## src/rtl/clint_if.sv

```systemverilog
// Bus bundle between the core pipeline/CSR block and the core-local interrupt controller.
// The master side drives decode/EX/CSR state; the slave side (clint) returns CSR writes and redirects.
interface clint_if #(
  parameter int DW = 16
);
  logic          inst_ecall;
  logic          inst_ebreak;
  logic          inst_mret;
  logic [DW-1:0] inst_addr;
  logic          ex_jump;
  logic [DW-1:0] ex_jump_addr;
  logic          ex_busy;
  logic          ex_csr_we;
  logic          irq_ext;
  logic          irq_tmr;
  logic [DW-1:0] csr_mtvec;
  logic [DW-1:0] csr_mepc;
  logic [DW-1:0] csr_mstatus;
  logic          global_int_en;
  logic [2:0]    int_we;
  logic [DW-1:0] int_mepc;
  logic [DW-1:0] int_mcause;
  logic [DW-1:0] int_mstatus;
  logic          hold_o;
  logic          int_assert;
  logic [DW-1:0] int_addr;

  modport master (
    output inst_ecall, inst_ebreak, inst_mret, inst_addr, ex_jump, ex_jump_addr,
           ex_busy, ex_csr_we, irq_ext, irq_tmr, csr_mtvec, csr_mepc, csr_mstatus,
           global_int_en,
    input  int_we, int_mepc, int_mcause, int_mstatus, hold_o, int_assert, int_addr
  );

  modport slave (
    input  inst_ecall, inst_ebreak, inst_mret, inst_addr, ex_jump, ex_jump_addr,
           ex_busy, ex_csr_we, irq_ext, irq_tmr, csr_mtvec, csr_mepc, csr_mstatus,
           global_int_en,
    output int_we, int_mepc, int_mcause, int_mstatus, hold_o, int_assert, int_addr
  );
endinterface

```

## src/rtl/clint.sv

```systemverilog
// Core-local trap/interrupt controller: accepts ecall/ebreak/mret/irqs, stalls the pipeline,
// writes mepc/mcause/mstatus to the CSR block, then redirects fetch to mtvec or mepc.
module clint #(
  parameter int DW          = 16,
  parameter int SYNC_STAGES = 2
) (
  input  logic   clk,
  input  logic   rst_n,
  clint_if.slave bus
);

  typedef enum logic [1:0] {
    IDLE  = 2'd0,
    WRITE = 2'd1,
    JUMP  = 2'd2
  } state_e;

  localparam logic [DW-1:0] CAUSE_ECALL  = DW'(11);
  localparam logic [DW-1:0] CAUSE_EBREAK = DW'(3);
  localparam logic [DW-1:0] CAUSE_EXT    = {1'b1, (DW-1)'(11)};
  localparam logic [DW-1:0] CAUSE_TMR    = {1'b1, (DW-1)'(7)};

  state_e                 state_q, state_d;
  logic                   is_mret_q, is_mret_d;
  logic [DW-1:0]          cause_q, cause_d;
  logic [DW-1:0]          epc_q, epc_d;
  logic [SYNC_STAGES-1:0] ext_sync_q, ext_sync_d;
  logic [SYNC_STAGES-1:0] tmr_sync_q, tmr_sync_d;

  logic          irq_ext_s, irq_tmr_s;
  logic          req_ok, irq_ok;
  logic [DW-1:0] trap_mstatus, mret_mstatus, irq_epc;

  always_comb begin
    ext_sync_d = {ext_sync_q[SYNC_STAGES-2:0], bus.irq_ext};
    tmr_sync_d = {tmr_sync_q[SYNC_STAGES-2:0], bus.irq_tmr};
  end

  assign irq_ext_s = ext_sync_q[SYNC_STAGES-1];
  assign irq_tmr_s = tmr_sync_q[SYNC_STAGES-1];

  // Gating on rst_n keeps hold_o low while reset is held, whatever the pipeline presents.
  assign req_ok  = rst_n & ~bus.ex_busy;
  assign irq_ok  = req_ok & bus.global_int_en;
  assign irq_epc = bus.ex_jump ? bus.ex_jump_addr : bus.inst_addr;

  // Trap: MPIE <- MIE, MIE <- 0.  mret: MIE <- MPIE, MPIE <- 1.
  always_comb begin
    trap_mstatus    = bus.csr_mstatus;
    trap_mstatus[7] = bus.csr_mstatus[3];
    trap_mstatus[3] = 1'b0;
    mret_mstatus    = bus.csr_mstatus;
    mret_mstatus[3] = bus.csr_mstatus[7];
    mret_mstatus[7] = 1'b1;
  end

  always_comb begin
    state_d         = state_q;
    is_mret_d       = is_mret_q;
    cause_d         = cause_q;
    epc_d           = epc_q;
    bus.hold_o      = 1'b0;
    bus.int_we      = 3'b000;
    bus.int_mepc    = '0;
    bus.int_mcause  = '0;
    bus.int_mstatus = '0;
    bus.int_assert  = 1'b0;
    bus.int_addr    = '0;

    unique case (state_q)
      IDLE: begin
        if (req_ok && (bus.inst_ecall || bus.inst_ebreak)) begin
          state_d    = WRITE;
          is_mret_d  = 1'b0;
          cause_d    = bus.inst_ecall ? CAUSE_ECALL : CAUSE_EBREAK;
          epc_d      = bus.inst_addr;
          bus.hold_o = 1'b1;
        end else if (req_ok && bus.inst_mret) begin
          state_d    = WRITE;
          is_mret_d  = 1'b1;
          cause_d    = '0;
          epc_d      = '0;
          bus.hold_o = 1'b1;
        end else if (irq_ok && irq_ext_s) begin
          state_d    = WRITE;
          is_mret_d  = 1'b0;
          cause_d    = CAUSE_EXT;
          epc_d      = irq_epc;
          bus.hold_o = 1'b1;
        end else if (irq_ok && irq_tmr_s) begin
          state_d    = WRITE;
          is_mret_d  = 1'b0;
          cause_d    = CAUSE_TMR;
          epc_d      = irq_epc;
          bus.hold_o = 1'b1;
        end
      end

      WRITE: begin
        bus.hold_o = 1'b1;
        if (is_mret_q) begin
          bus.int_mstatus = mret_mstatus;
        end else begin
          bus.int_mepc    = epc_q;
          bus.int_mcause  = cause_q;
          bus.int_mstatus = trap_mstatus;
        end
        // The CSR block gives EX writes priority; retry until the port is free.
        if (!bus.ex_csr_we) begin
          bus.int_we = is_mret_q ? 3'b001 : 3'b111;
          state_d    = JUMP;
        end
      end

      JUMP: begin
        bus.hold_o     = 1'b1;
        bus.int_assert = 1'b1;
        bus.int_addr   = is_mret_q ? bus.csr_mepc : bus.csr_mtvec;
        state_d        = IDLE;
      end

      default: state_d = IDLE;
    endcase
  end

  always_ff @(posedge clk or negedge rst_n) begin
    if (!rst_n) begin
      state_q    <= IDLE;
      is_mret_q  <= 1'b0;
      cause_q    <= '0;
      epc_q      <= '0;
      ext_sync_q <= '0;
      tmr_sync_q <= '0;
    end else begin
      state_q    <= state_d;
      is_mret_q  <= is_mret_d;
      cause_q    <= cause_d;
      epc_q      <= epc_d;
      ext_sync_q <= ext_sync_d;
      tmr_sync_q <= tmr_sync_d;
    end
  end

endmodule
```

## src/flat_wrapper.sv

```systemverilog
// flat-port wrapper written by rule: the top's interface ports become plain ports
module clint_flat 
#(
  parameter int DW          = 16,
  parameter int SYNC_STAGES = 2
)
  (clk, rst_n, bus_inst_ecall, bus_inst_ebreak, bus_inst_mret, bus_inst_addr, bus_ex_jump, bus_ex_jump_addr, bus_ex_busy, bus_ex_csr_we, bus_irq_ext, bus_irq_tmr, bus_csr_mtvec, bus_csr_mepc, bus_csr_mstatus, bus_global_int_en, bus_int_we, bus_int_mepc, bus_int_mcause, bus_int_mstatus, bus_hold_o, bus_int_assert, bus_int_addr);
  clint_if #(.DW(DW)) bus_i ();
  input  logic clk;
  input  logic rst_n;
  input wire logic [$bits(bus_i.inst_ecall)-1:0] bus_inst_ecall;
  input wire logic [$bits(bus_i.inst_ebreak)-1:0] bus_inst_ebreak;
  input wire logic [$bits(bus_i.inst_mret)-1:0] bus_inst_mret;
  input wire logic [$bits(bus_i.inst_addr)-1:0] bus_inst_addr;
  input wire logic [$bits(bus_i.ex_jump)-1:0] bus_ex_jump;
  input wire logic [$bits(bus_i.ex_jump_addr)-1:0] bus_ex_jump_addr;
  input wire logic [$bits(bus_i.ex_busy)-1:0] bus_ex_busy;
  input wire logic [$bits(bus_i.ex_csr_we)-1:0] bus_ex_csr_we;
  input wire logic [$bits(bus_i.irq_ext)-1:0] bus_irq_ext;
  input wire logic [$bits(bus_i.irq_tmr)-1:0] bus_irq_tmr;
  input wire logic [$bits(bus_i.csr_mtvec)-1:0] bus_csr_mtvec;
  input wire logic [$bits(bus_i.csr_mepc)-1:0] bus_csr_mepc;
  input wire logic [$bits(bus_i.csr_mstatus)-1:0] bus_csr_mstatus;
  input wire logic [$bits(bus_i.global_int_en)-1:0] bus_global_int_en;
  output wire logic [$bits(bus_i.int_we)-1:0] bus_int_we;
  output wire logic [$bits(bus_i.int_mepc)-1:0] bus_int_mepc;
  output wire logic [$bits(bus_i.int_mcause)-1:0] bus_int_mcause;
  output wire logic [$bits(bus_i.int_mstatus)-1:0] bus_int_mstatus;
  output wire logic [$bits(bus_i.hold_o)-1:0] bus_hold_o;
  output wire logic [$bits(bus_i.int_assert)-1:0] bus_int_assert;
  output wire logic [$bits(bus_i.int_addr)-1:0] bus_int_addr;
  assign bus_i.inst_ecall = bus_inst_ecall;
  assign bus_i.inst_ebreak = bus_inst_ebreak;
  assign bus_i.inst_mret = bus_inst_mret;
  assign bus_i.inst_addr = bus_inst_addr;
  assign bus_i.ex_jump = bus_ex_jump;
  assign bus_i.ex_jump_addr = bus_ex_jump_addr;
  assign bus_i.ex_busy = bus_ex_busy;
  assign bus_i.ex_csr_we = bus_ex_csr_we;
  assign bus_i.irq_ext = bus_irq_ext;
  assign bus_i.irq_tmr = bus_irq_tmr;
  assign bus_i.csr_mtvec = bus_csr_mtvec;
  assign bus_i.csr_mepc = bus_csr_mepc;
  assign bus_i.csr_mstatus = bus_csr_mstatus;
  assign bus_i.global_int_en = bus_global_int_en;
  assign bus_int_we = bus_i.int_we;
  assign bus_int_mepc = bus_i.int_mepc;
  assign bus_int_mcause = bus_i.int_mcause;
  assign bus_int_mstatus = bus_i.int_mstatus;
  assign bus_hold_o = bus_i.hold_o;
  assign bus_int_assert = bus_i.int_assert;
  assign bus_int_addr = bus_i.int_addr;
  clint #(.DW(DW), .SYNC_STAGES(SYNC_STAGES)) u_core (.clk(clk), .rst_n(rst_n), .bus(bus_i));
endmodule
```

## config.mk

```make
export PLATFORM = sky130hd
export DESIGN_NAME = clint_flat
export DESIGN_NICKNAME = d
export VERILOG_FILES = /design/src/rtl/clint_if.sv /design/src/rtl/clint.sv /design/src/flat_wrapper.sv
export SDC_FILE = /design/constraint.sdc
export NUM_CORES = 1
export LEC_CHECK = 0
export ABC_AREA = 1
export CORE_MARGIN = 3
export CORE_UTILIZATION = 35
export DETAILED_ROUTE_END_ITERATION = 10
export PLACE_DENSITY = 0.84
export REMOVE_ABC_BUFFERS = 1
export SYNTH_ARGS = -nofsm -noshare
export SYNTH_HDL_FRONTEND = slang
export SYNTH_SLANG_ARGS = --single-unit
```

## constraint.sdc

```tcl
create_clock -name clk -period 3.64 [get_ports clk]
set_input_delay 0.546 -clock clk [delete_from_list [all_inputs] [get_ports clk]]
set_output_delay 0.546 -clock clk [all_outputs]
set_load 0.01 [all_outputs]
```

Word-level counts from Yosys, hierarchy flattened
Index checks and enable logic that the tools add are counted.

Bits in registers: 39. Bits of input ports: 91.

Equal/unequal tests: 4. Multiplexer cells: 37. Bitwise gates (word level): 3. Reductions and logical operators: 10.

Operators with widths (count): 2-to-1 mux 16 bit (16); 2-to-1 mux 2 bit (5); 2-to-1 mux 1 bit (9); 2-to-1 mux 3 bit (3); 2-to-1 mux 8 bit (1); inequality test 5 x 1 -> 1 bit, second input constant (1); logical AND 1 bit (4); 2-to-1 mux 4 bit (1); case mux 2 bit (2 select lines) (1); AND reduction 2 bit (2); nonzero test 4 bit (1); AND 1 bit (2); equality test 2 x 1 -> 1 bit, second input constant (1); equality test 2 bit, second input constant (1); logical NOT 2 bit (1); inequality test 2 bit, second input constant (1); case mux 1 bit (2 select lines) (1); OR reduction 2 bit (1); logical OR 1 bit (1); NOT 1 bit (1).

Longest topological paths before layout
Gate-level depths: netlist of run 1.

Depth after elaboration: 9. Mapped depth: 9.

Least setup slack after synthesis of run 1
No wires, ideal clock.

Path kind: register -> output. Start point: register u_core.state_q[1]. End point: output bus_int_we[2]. Data arrival time: 1.486 ns. Data required time: 3.094 ns. Setup slack: 1.608 ns. Stages on the path, launching flop included: 8. Path buffers: 3. Path through: dfrtp_1 -> inv_1 -> ha_1 -> clkbuf_1 -> nand2_1 -> clkbuf_1 -> nor2_1 -> buf_4.

Word-level cells in the longest chain between the ends: 2.

Ends and longest elaborated chain: start: declaration (RTL line clint.sv:23) `state_e state_q, state_d;`; start signal: assignment (RTL line clint.sv:135) `state_q <= state_d;`; equality test 2 x 1 -> 1 bit (RTL line clint.sv:70) `unique case (state_q)`; 2-to-1 mux 3 bit (RTL line clint.sv:70); end: declaration (RTL line flat_wrapper.sv:25) `output wire logic [$bits(bus_i.int_we)-1:0] bus_int_we;`.

Every way passes these cells.

Worst setup path after layout of run 1
Start point: input bus_inst_ebreak. End point: output bus_hold_o.

Word-level cells in the longest chain between the ends: 4.

Ends and longest elaborated chain: start: declaration (RTL line flat_wrapper.sv:12) `input wire logic [$bits(bus_i.inst_ebreak)-1:0] bus_inst_ebreak;`; logical OR 1 bit (RTL line clint.sv:72) `if (req_ok && (bus.inst_ecall || bus.inst_ebreak)) begin`; logical AND 1 bit (RTL line clint.sv:72); 2-to-1 mux 1 bit (RTL line clint.sv:72); case mux 1 bit (2 select lines) (RTL line clint.sv:70); end: declaration (RTL line flat_wrapper.sv:29) `output wire logic [$bits(bus_i.hold_o)-1:0] bus_hold_o;`.

Every way passes these cells.

==> flow_summary_export.csv, run 1 <==
group,metric,value,unit
drt,routedWlPerCell,12.1,um
min_path,worstHoldPathCells,0,
drt,dr.pass1.iters,4,
synth,syn_area_per_cell,5.96,sq um
synth,syn_area,2170,sq um
timing,tightestPinTransition,808,ps
global_routing,grt-ovfl-total,0,
run_status,status,"finished, final reports clean",
timing,report.final.setup_viol,0,
timing,period_minus_slack,3110,ps
placement,place_congestion,0.858,
min_path,hold_path_class,"reg2reg",
critical_path,required,3090,ps
power_and_ir_drop,pwr-share-seq,0.280,
global_routing,grt_pass1_vias,2315,
global_routing,track_usage,0.187,
critical_path,cp-end-kind,"output port",
finish,finish.net_count,597,
synth,ys_seq_area_frac,0.311,
timing,timing.hold.ws,357,ps
critical_path,cpMaxStageDelayCell,"clkdlybuf4s50_1",
min_path,min_to,"u_core.ext_sync_q[1]$_DFF_PN0_",
placement,dp_hpwl,5.54,mm
floorplan,core_area,5960,sq um
clock_network,cts_resized,0,
finish,drive_gt1_frac,0.0299,
floorplan,die_area,7200,sq um
critical_path,rr_worst_depth,6,
critical_path,worstPathCellList,"clkdlybuf4s50_1, inv_2, nand2_2, o21ai_4, nand2_2, nand2_4, a21oi_1, clkdlybuf4s50_1",
synth,synth_cell_types,23,
global_routing,grt_pass1_wl,10.9,mm
critical_path,r2r_slack,2250,ps
drt,wl,6.98,mm
critical_path,crit_type,"in2out",
timing,rsz0062_at_grt,"no",
timing,drv_slew,0,
timing,period_share,0.854,
timing,slew_headroom,0.459,
clock_network,hold_buffers,0,
power_and_ir_drop,pwr-share-clk,0.102,
critical_path,critPathArrivalTime,2560,ps
critical_path,worstPathMaxFanout,23,
power_and_ir_drop,power.switching,0.675,mW
clock_network,htreeDepth,1,
power_and_ir_drop,ir_worst_vdd,0.215,mV
clock_network,post_cts_buffers,0,
critical_path,rr_startpoint,"u_core.state_q[0]$_DFFE_PN0P_",
drt,viasPerCell,4.46,
clock_network,clock_sinks,27,
floorplan,start_util,0.365,
clock_network,clock_latency,270,ps
placement,io_buffers,148,
floorplan,fp.dieH,84.8,um
finish,syn2layout_area_growth,69.0,%
floorplan,ios,160,
power_and_ir_drop,comb_power_share,0.618,
critical_path,max_stage_delay,510,ps
power_and_ir_drop,leakagePower,1.87,nW
synth,synthCells,365,
drt,drc_errors,0,
global_routing,grt_max_degree,33,
synth,synth_warnings,0,
timing,setup_tns,0,ps
drt,drtIter0Drc,108,
finish,fin_area,3680,sq um
power_and_ir_drop,power.density,455,nW/um^2
clock_network,cts_tree,"yes",
job,maxCapViolations,0,
power_and_ir_drop,power.total,1.67,mW
global_routing,antenna_found_initial,0,
synth,ys_ff_latch,27,
drt,vias,2568,
clock_network,cts_buffers,3,
finish,num-fill-cells,585,
critical_path,reg2reg_to,"u_core.epc_q[15]$_DFFE_PN0P_",
floorplan,die_w,84.8,um
clock_network,root_buffer,"clkbuf_8",
timing,skew,2.27,ps
finish,antenna_cells,0,
power_and_ir_drop,p_sw_frac,0.404,
floorplan,row_count,28,
power_and_ir_drop,p_int,0.997,mW
min_path,hp-start,"u_core.ext_sync_q[0]$_DFF_PN0_",
drt,antenna_left,0,
critical_path,critPathLaunchType,"input port",
timing,finalHoldViolations,0,
timing,max_freq,322,MHz
placement,placed_cell_area,3630,sq um
clock_network,cts_buffer_depth,2,
clock_network,cts.clk_slew.worst_paths,90,ps
cell usage after synthesis:
| cell | number | share of area |
|---|---|---|
| a21oi_1 | 2 | 0.0046 |
| buf_2 | 2 | 0.0046 |
| buf_4 | 14 | 0.048 |
| buf_6 | 2 | 0.010 |
| clkbuf_1 | 11 | 0.019 |
| clkinv_1 | 2 | 0.0035 |
| conb_1 | 1 | 0.0017 |
| dfrtp_1 | 27 | 0.31 |
| ha_1 | 4 | 0.023 |
| inv_1 | 59 | 0.10 |
| inv_2 | 2 | 0.0035 |
| inv_6 | 1 | 0.0040 |
| nand2_1 | 115 | 0.20 |
| nand2_2 | 3 | 0.0086 |
| nand2_4 | 1 | 0.0052 |
| nand3_1 | 2 | 0.0046 |
| nand4_1 | 1 | 0.0029 |
| nor2_1 | 61 | 0.11 |
| nor2_8 | 1 | 0.0092 |
| o211ai_1 | 1 | 0.0035 |
| o21ai_0 | 50 | 0.12 |
| o21ai_1 | 2 | 0.0046 |
| o21ai_4 | 1 | 0.0075 |
registers in the layout (all words and copies together) (netlist names):
register	cells
u_core.tmr_sync_q	2
u_core.cause_q	4
u_core.is_mret_q	1
u_core.ext_sync_q	2
u_core.epc_q	16
u_core.state_q	2
cell usage in the layout, fill, tap and decap left out, drive strengths merged:
cell,synthesis,final
clkdlybuf4s50,0,148
nand2,119,119
nor2,62,62
inv,62,62
o21ai,53,53
dfrtp,27,27
conb,1,11
ha,4,4
clkbuf,11,4
buf,18,3
clkinv,2,2
a21oi,2,2
nand3,2,2
o211ai,1,1
nand4,1,1
metrics by stage:
step | worst slack (ps) | utilization | instances
after floorplan | 1460 | - | 346
after global placement | 584 | 0.610 | 572
after detailed placement | 515 | 0.610 | 572
after CTS | 512 | 0.617 | 576
after global routing | 370 | 0.617 | 576
final | 532 | 0.617 | 576
metal layers:
layer | vias up | wire, um | GRT usage
li1 | 1329 | - | -
met1 | 1106 | 2760 | 0.209
met2 | 118 | 3520 | 0.358
met3 | 15 | 513 | 0.0262
met4 | 0 | 184 | 0.0676
met5 | - | 0 | 0
final cells by class:
type	instances	area, sq um	share of cell area
timing repair buffer	151	1500	0.409
clock buffer	4	45.0	0.0123
sequential	27	676	0.184
inverter	64	245	0.0667
multi-input combinational	255	1110	0.303
tap	75	93.8	0.0255
power groups by stage:
stage	clock network (mW)	registers, mW	logic, mW
floorplan	0	0.462	0.494
global placement	0	0.468	1.03
detailed placement	0	0.475	1.04
CTS	0.174	0.469	1.05
global route	0.186	0.483	1.15
finish	0.171	0.469	1.03
cells by family after synthesis:
| family | count (synthesis) | share of synthesized area |
|---|---|---|
| fa+ha+maj | 4 | 0.0230 |
| compound gates | 56 | 0.135 |
| buf+inv | 93 | 0.195 |
| simple gates | 184 | 0.334 |
| other cells | 1 | 0.00172 |
| flops | 27 | 0.311 |
worst max path at each step:
stage	startpoint	end	slack (ps)	cells after the start
after detailed placement	bus_inst_ebreak	bus_hold_o	520	8
after global routing	u_core.state_q[1]$_DFFE_PN0P_	bus_int_mcause[1]	370	6
after CTS	bus_inst_ebreak	bus_hold_o	510	8
after global placement	rst_n	bus_hold_o	580	8
final	bus_inst_ebreak	bus_hold_o	530	8
after floorplan	u_core.state_q[1]$_DFFE_PN0P_	bus_int_mcause[0]	1460	4
worst max-delay path: cells and delay by family:
kind / cells / cell delay (ps)
and+or+nand+nor: 3 / 460
AOI/OAI and AO/OA: 2 / 560
buffers and inverters: 3 / 990
No activity file was read; power rests on OpenSTA's default activity.
==> run 2, diff against run 1 <==
--- a/config.mk
+++ b/config.mk
@@ -5,11 +5,10 @@
 export SDC_FILE = /design/constraint.sdc
 export NUM_CORES = 1
 export LEC_CHECK = 0
-export ABC_AREA = 1
 export CORE_MARGIN = 3
-export CORE_UTILIZATION = 35
+export CORE_UTILIZATION = 38
 export DETAILED_ROUTE_END_ITERATION = 10
-export PLACE_DENSITY = 0.84
+export PLACE_DENSITY = 0.89
 export REMOVE_ABC_BUFFERS = 1
 export SYNTH_ARGS = -nofsm -noshare
 export SYNTH_HDL_FRONTEND = slang
==> flow_summary_export.csv, run 2 <==
group,metric,value,unit
run_status,status,"finished, final reports clean",
synth,yosysTopAreaCellShare,0.299,
clock_network,cts_buffer_depth,2,
critical_path,path_buf_inv,2,
synth,synthArstFlopShare,1.00,
critical_path,crit_type,"in2out",
critical_path,rr_startpoint,"u_core.state_q[0]$_DFFE_PN0P_",
timing,slew_headroom,0.486,
clock_network,clock_latency,270,ps
job,maxCapViolations,0,
synth,synthCells,251,
finish,multi_input_area,1320,sq um
finish,layout_common_cells,"clkdlybuf4s50_1, and2_1, dfrtp_1",
timing,period_share,0.832,
finish,seq_area,676,sq um
power_and_ir_drop,power.density,485,nW/um^2
finish,drive_gt1_frac,0.100,
timing,timing.hold.ws,358,ps
min_path,hold_path_class,"reg2reg",
critical_path,worstPathCellList,"clkdlybuf4s50_1, and3b_4, o21a_4, o21ai_2, a21oi_2, clkdlybuf4s50_1",
global_routing,track_usage,0.203,
synth,synth_edf_count,0,
drt,drc_errors,0,
timing,drv_slew,0,
synth,ys_seq_area_frac,0.299,
drt,viasPerCell,5.01,
floorplan,die_area,6920,sq um
critical_path,cp-end-kind,"output port",
timing,skew,8.66,ps
drt,antenna_left,0,
synth,ys_top_cells_by_count,"and2_1, dfrtp_1, inv_1, nand2_1, nor2b_1",
global_routing,grt_pass1_wl,11.6,mm
min_path,hp-start,"u_core.ext_sync_q[0]$_DFF_PN0_",
placement,placed_cell_area,3700,sq um
synth,synth_cell_types,38,
critical_path,cpMaxStageDelayCell,"clkdlybuf4s50_1",
drt,drtIter0Drc,103,
drt,vias,2310,
power_and_ir_drop,p_sw_frac,0.375,
synth,synth_warnings,0,
clock_network,htreeDepth,1,
synth,synth_area_leaders,"dfrtp_1, and2_1, mux2_2, mux2i_1, a32oi_1",
placement,io_buffers,148,
finish,antenna_cells,0,
finish,post-route-util,0.664,
critical_path,crit_family,"buffers and inverters",
finish,final_common_cell,"clkdlybuf4s50_1",
timing,rsz0062_at_grt,"no",
floorplan,die_w,83.2,um
critical_path,reg2reg_to,"u_core.epc_q[8]$_DFFE_PN0P_",
clock_network,post_cts_buffers,0,
min_path,min_to,"u_core.ext_sync_q[1]$_DFF_PN0_",
power_and_ir_drop,comb_power_share,0.635,
global_routing,antenna_found_initial,0,
finish,top_register,"u_core.epc_q",
timing,finalHoldViolations,0,
timing,max_freq,330,MHz
global_routing,grt_pass1_vias,2323,
clock_network,cts.clk_slew.worst_paths,100,ps
clock_network,cts_resized,0,
power_and_ir_drop,ir_worst_vdd,0.259,mV
critical_path,worstPathMaxFanout,8,
finish,num-fill-cells,460,
global_routing,grt-ovfl-total,0,
placement,place_congestion,0.783,
power_and_ir_drop,power.switching,0.682,mW
clock_network,cts_tree,"yes",
drt,routedWlPerCell,15.8,um
critical_path,crit_start,"rst_n",
clock_network,hold_buffers,0,
drt,dr.pass1.iters,4,
drt,wl,7.27,mm
synth,synth_area_leader_cell,"dfrtp_1",
power_and_ir_drop,leakagePower,1.50,nW
critical_path,critPathLaunchType,"input port",
power_and_ir_drop,pwr-share-clk,0.097,
critical_path,max_stage_delay,700,ps
finish,largestRegisters,"u_core.epc_q: 16 flops, u_core.cause_q: 4 flops",
finish,largest_reg_flops,16,
synth,yosysMostFrequentCell,"and2_1",
timing,tightestPinTransition,769,ps
critical_path,required,3090,ps
floorplan,fp.dieH,83.2,um
floorplan,ios,160,
critical_path,critPathArrivalTime,2480,ps
timing,period_minus_slack,3030,ps
floorplan,start_util,0.401,
synth,synth-main-ff-cell,"dfrtp_1",
critical_path,crit_top_cell,"clkdlybuf4s50_1",
min_path,worstHoldPathCells,0,
floorplan,row_count,27,
critical_path,rr_worst_depth,6,
floorplan,core_area,5640,sq um
clock_network,clock_sinks,27,
placement,dpl_worst_slack,602,ps
placement,dp_hpwl,5.69,mm
power_and_ir_drop,p_int,1.13,mW
timing,worst_slack,611,ps
timing,report.final.setup_viol,0,
global_routing,grt_max_degree,27,
finish,syn2layout_area_growth,65.6,%
timing,setup_tns,0,ps
clock_network,root_buffer,"clkbuf_8",
synth,syn_area_per_cell,9.02,sq um
synth,ys_ff_latch,27,
synth,syn_area,2260,sq um
critical_path,r2r_slack,2050,ps
clock_network,cts_buffers,3,
power_and_ir_drop,pwr-share-seq,0.268,
finish,finish.net_count,485,
finish,fin_area,3750,sq um
==> run 2: layout make-up <==
class / instances / area share
timing repair buffer: 155 / 0.409
multi-input combinational: 181 / 0.351
sequential: 27 / 0.180
tap: 72 / 0.0240
inverter: 22 / 0.0220
clock buffer: 3 / 0.0110
clock inverter: 1 / 0.00200
==> run 2: power groups by stage <==
stage	clock, mW	combinational (mW)	sequential (mW)
2_1_floorplan	0	0.545	0.490
3_3_place_gp	0	1.14	0.485
3_5_place_dp	0	1.16	0.494
4_1_cts	0.180	1.17	0.486
5_1_grt	0.195	1.25	0.500
6_report	0.176	1.15	0.487
==> run 2: logic make-up (layout without fill, tap and decap cells) <==
logic type | after synthesis | after routing | synth area share
and+or+nand+nor | 83 | 83 | 0.222
AOI/OAI and AO/OA | 51 | 51 | 0.169
DFF | 27 | 27 | 0.299
adders and majority gates | 4 | 4 | 0.0221
other | 1 | 11 | 0.00166
muxes | 32 | 32 | 0.150
buffers and inverters | 53 | 181 | 0.137
==> run 2: how the worst max path moves through the flow <==
| stage | endpoint | cells past startpoint |
|---|---|---|
| final | bus_hold_o | 6 |
| after detailed placement | bus_hold_o | 6 |
| after global routing | bus_hold_o | 6 |
| after CTS | bus_hold_o | 6 |
| after floorplan | bus_int_we[1] | 4 |
| after global placement | bus_hold_o | 6 |
==> run 2: per-stage QoR <==
step	power, mW	std cells
after floorplan	1.04	230
after global placement	1.63	457
after detailed placement	1.65	457
after CTS	1.83	461
after global routing	1.94	461
final	1.82	461
==> run 2: routing by layer <==
metal  vias up  track usage  part of all wire
met5         -            0                 0
met4         0       0.0327            0.0081
met3         8       0.0317             0.063
met2       106        0.383              0.52
met1      1095        0.244              0.41
li1       1101            -                 -
==> run 3, diff against run 2 <==
--- a/config.mk
+++ b/config.mk
@@ -6,9 +6,9 @@
 export NUM_CORES = 1
 export LEC_CHECK = 0
 export CORE_MARGIN = 3
-export CORE_UTILIZATION = 38
+export CORE_UTILIZATION = 32
 export DETAILED_ROUTE_END_ITERATION = 10
-export PLACE_DENSITY = 0.89
+export PLACE_DENSITY = 0.8
 export REMOVE_ABC_BUFFERS = 1
 export SYNTH_ARGS = -nofsm -noshare
 export SYNTH_HDL_FRONTEND = slang
==> constraint.sdc (replaced) <==
create_clock -name clk -period 2.7 [get_ports clk]
set_input_delay 0.405 -clock clk [delete_from_list [all_inputs] [get_ports clk]]
set_output_delay 0.405 -clock clk [all_outputs]
set_load 0.01 [all_outputs]
==> flow_summary_export.csv, run 3 (same netlist as run 2, synthesis figures left out) <==
group,metric,value,unit
global_routing,antenna_found_initial,0,
drt,antenna_left,0,
timing,period_minus_slack,2580,ps
critical_path,reg2reg_to,"u_core.cause_q[2]$_DFFE_PN0P_",
timing,finalHoldViolations,0,
floorplan,start_util,0.331,
drt,dr.pass1.iters,4,
critical_path,crit_start,"rst_n",
floorplan,ios,160,
critical_path,crit_top_cell,"clkdlybuf4s50_1",
clock_network,post_cts_buffers,0,
timing,setup_tns,0,ps
floorplan,die_area,8120,sq um
global_routing,grt_pass1_vias,2300,
floorplan,die_w,90.1,um
timing,drv_slew,0,
global_routing,track_usage,0.170,
min_path,hold_path_class,"reg2reg",
timing,rsz0062_at_grt,"no",
power_and_ir_drop,power.total,2.45,mW
timing,max_freq,388,MHz
clock_network,root_buffer,"clkbuf_8",
critical_path,critPathArrivalTime,2180,ps
timing,slew_headroom,0.638,
run_status,status,"finished, final reports clean",
clock_network,hold_buffers,0,
min_path,worstHoldPathCells,0,
finish,antenna_cells,0,
critical_path,rr_startpoint,"u_core.state_q[0]$_DFFE_PN0P_",
clock_network,cts_tree,"yes",
job,maxCapViolations,0,
clock_network,htreeDepth,1,
min_path,min_to,"u_core.ext_sync_q[1]$_DFF_PN0_",
critical_path,worstPathMaxFanout,5,
timing,skew,4.10,ps
critical_path,max_stage_delay,580,ps
floorplan,row_count,30,
clock_network,cts_resized,0,
finish,largestRegisters,"u_core.epc_q: 16 flops, u_core.cause_q: 4 flops",
timing,tightestPinTransition,541,ps
critical_path,path_buf_inv,2,
power_and_ir_drop,leakagePower,1.51,nW
clock_network,cts.clk_slew.worst_paths,100,ps
finish,top_register,"u_core.epc_q",
power_and_ir_drop,power.density,646,nW/um^2
finish,final_common_cell,"clkdlybuf4s50_1",
finish,post-route-util,0.555,
placement,dp_hpwl,5.46,mm
drt,viasPerCell,4.70,
timing,report.final.setup_viol,0,
clock_network,clock_latency,270,ps
floorplan,core_area,6830,sq um
finish,layout_common_cells,"clkdlybuf4s50_1, and2_1, dfrtp_1",
drt,vias,2291,
critical_path,cp-end-kind,"output port",
power_and_ir_drop,ir_worst_vdd,0.301,mV
floorplan,fp.dieH,90.1,um
drt,wl,7.07,mm
drt,routedWlPerCell,14.5,um
clock_network,cts_buffer_depth,2,
clock_network,clock_sinks,27,
critical_path,worstPathCellList,"clkdlybuf4s50_1, and3b_4, o21a_4, o21ai_2, a21oi_2, clkdlybuf4s50_1",
global_routing,grt_max_degree,26,
finish,largest_reg_flops,16,
finish,num-fill-cells,621,
global_routing,grt-ovfl-total,0,
critical_path,r2r_slack,1180,ps
timing,period_share,0.956,
finish,drive_gt1_frac,0.105,
critical_path,rr_worst_depth,6,
min_path,hp-start,"u_core.ext_sync_q[0]$_DFF_PN0_",
finish,syn2layout_area_growth,67.6,%
placement,io_buffers,148,
global_routing,grt_pass1_wl,11.5,mm
clock_network,cts_buffers,3,
drt,drc_errors,0,
critical_path,crit_family,"buffers and inverters",
placement,place_congestion,0.793,
critical_path,critPathLaunchType,"input port",
drt,drtIter0Drc,90,
finish,finish.net_count,487,
critical_path,cpMaxStageDelayCell,"clkdlybuf4s50_1",
critical_path,required,2300,ps
critical_path,crit_type,"in2out",
## run 3: layout make-up
class                   count  area [sq um]  area share
inverters                  22          82.6      0.0218
flip-flops and latches     27           676       0.178
clock buffers               3          41.3      0.0109
multi-input cells         181          1320       0.347
well taps                  96           120      0.0317
clock inverters             1          7.51     0.00198
repair buffers            157          1550       0.408
## run 3: routing by layer
layer  track usage  part of all wire  up-vias
li1              -                 -     1101
met5             0                 0        -
met2         0.307              0.49      127
met1         0.208              0.41     1058
met4        0.0344            0.0057        0
met3        0.0377             0.091        5
## run 3: where the power goes
group          total [mW]  switching [mW]  internal [mW]  leakage [nW]
combinational        1.54           0.686          0.857          1.18
sequential          0.671          0.0995          0.571         0.313
clock               0.236           0.132          0.105        0.0217
## run 3: worst max path at each step
stage                         end  slack, ps  cells after the start
floorplan           bus_int_we[1]        500                      4
global placement       bus_hold_o        130                      6
detailed placement     bus_hold_o        120                      6
CTS                    bus_hold_o        120                      6
global route           bus_hold_o         20                      6
finish                 bus_hold_o        120                      6
## run 3: worst reg2reg max path: cells and delay by family (launching register included)
kind / cells / cell delay, ps
buf+inv: 2 / 410
flops: 1 / 410
compound gates: 3 / 440
fa+ha+maj: 1 / 190
## run 3: per-stage QoR
step	setup WS (ps)	cell area [sq um]	std cells	hold WS (ps)
3_3_place_gp	127	3740	483	334
6_report	120	3790	487	356
3_5_place_dp	124	3740	483	336
2_1_floorplan	496	2070	230	109
5_1_grt	17.5	3790	487	361
4_1_cts	119	3790	487	359
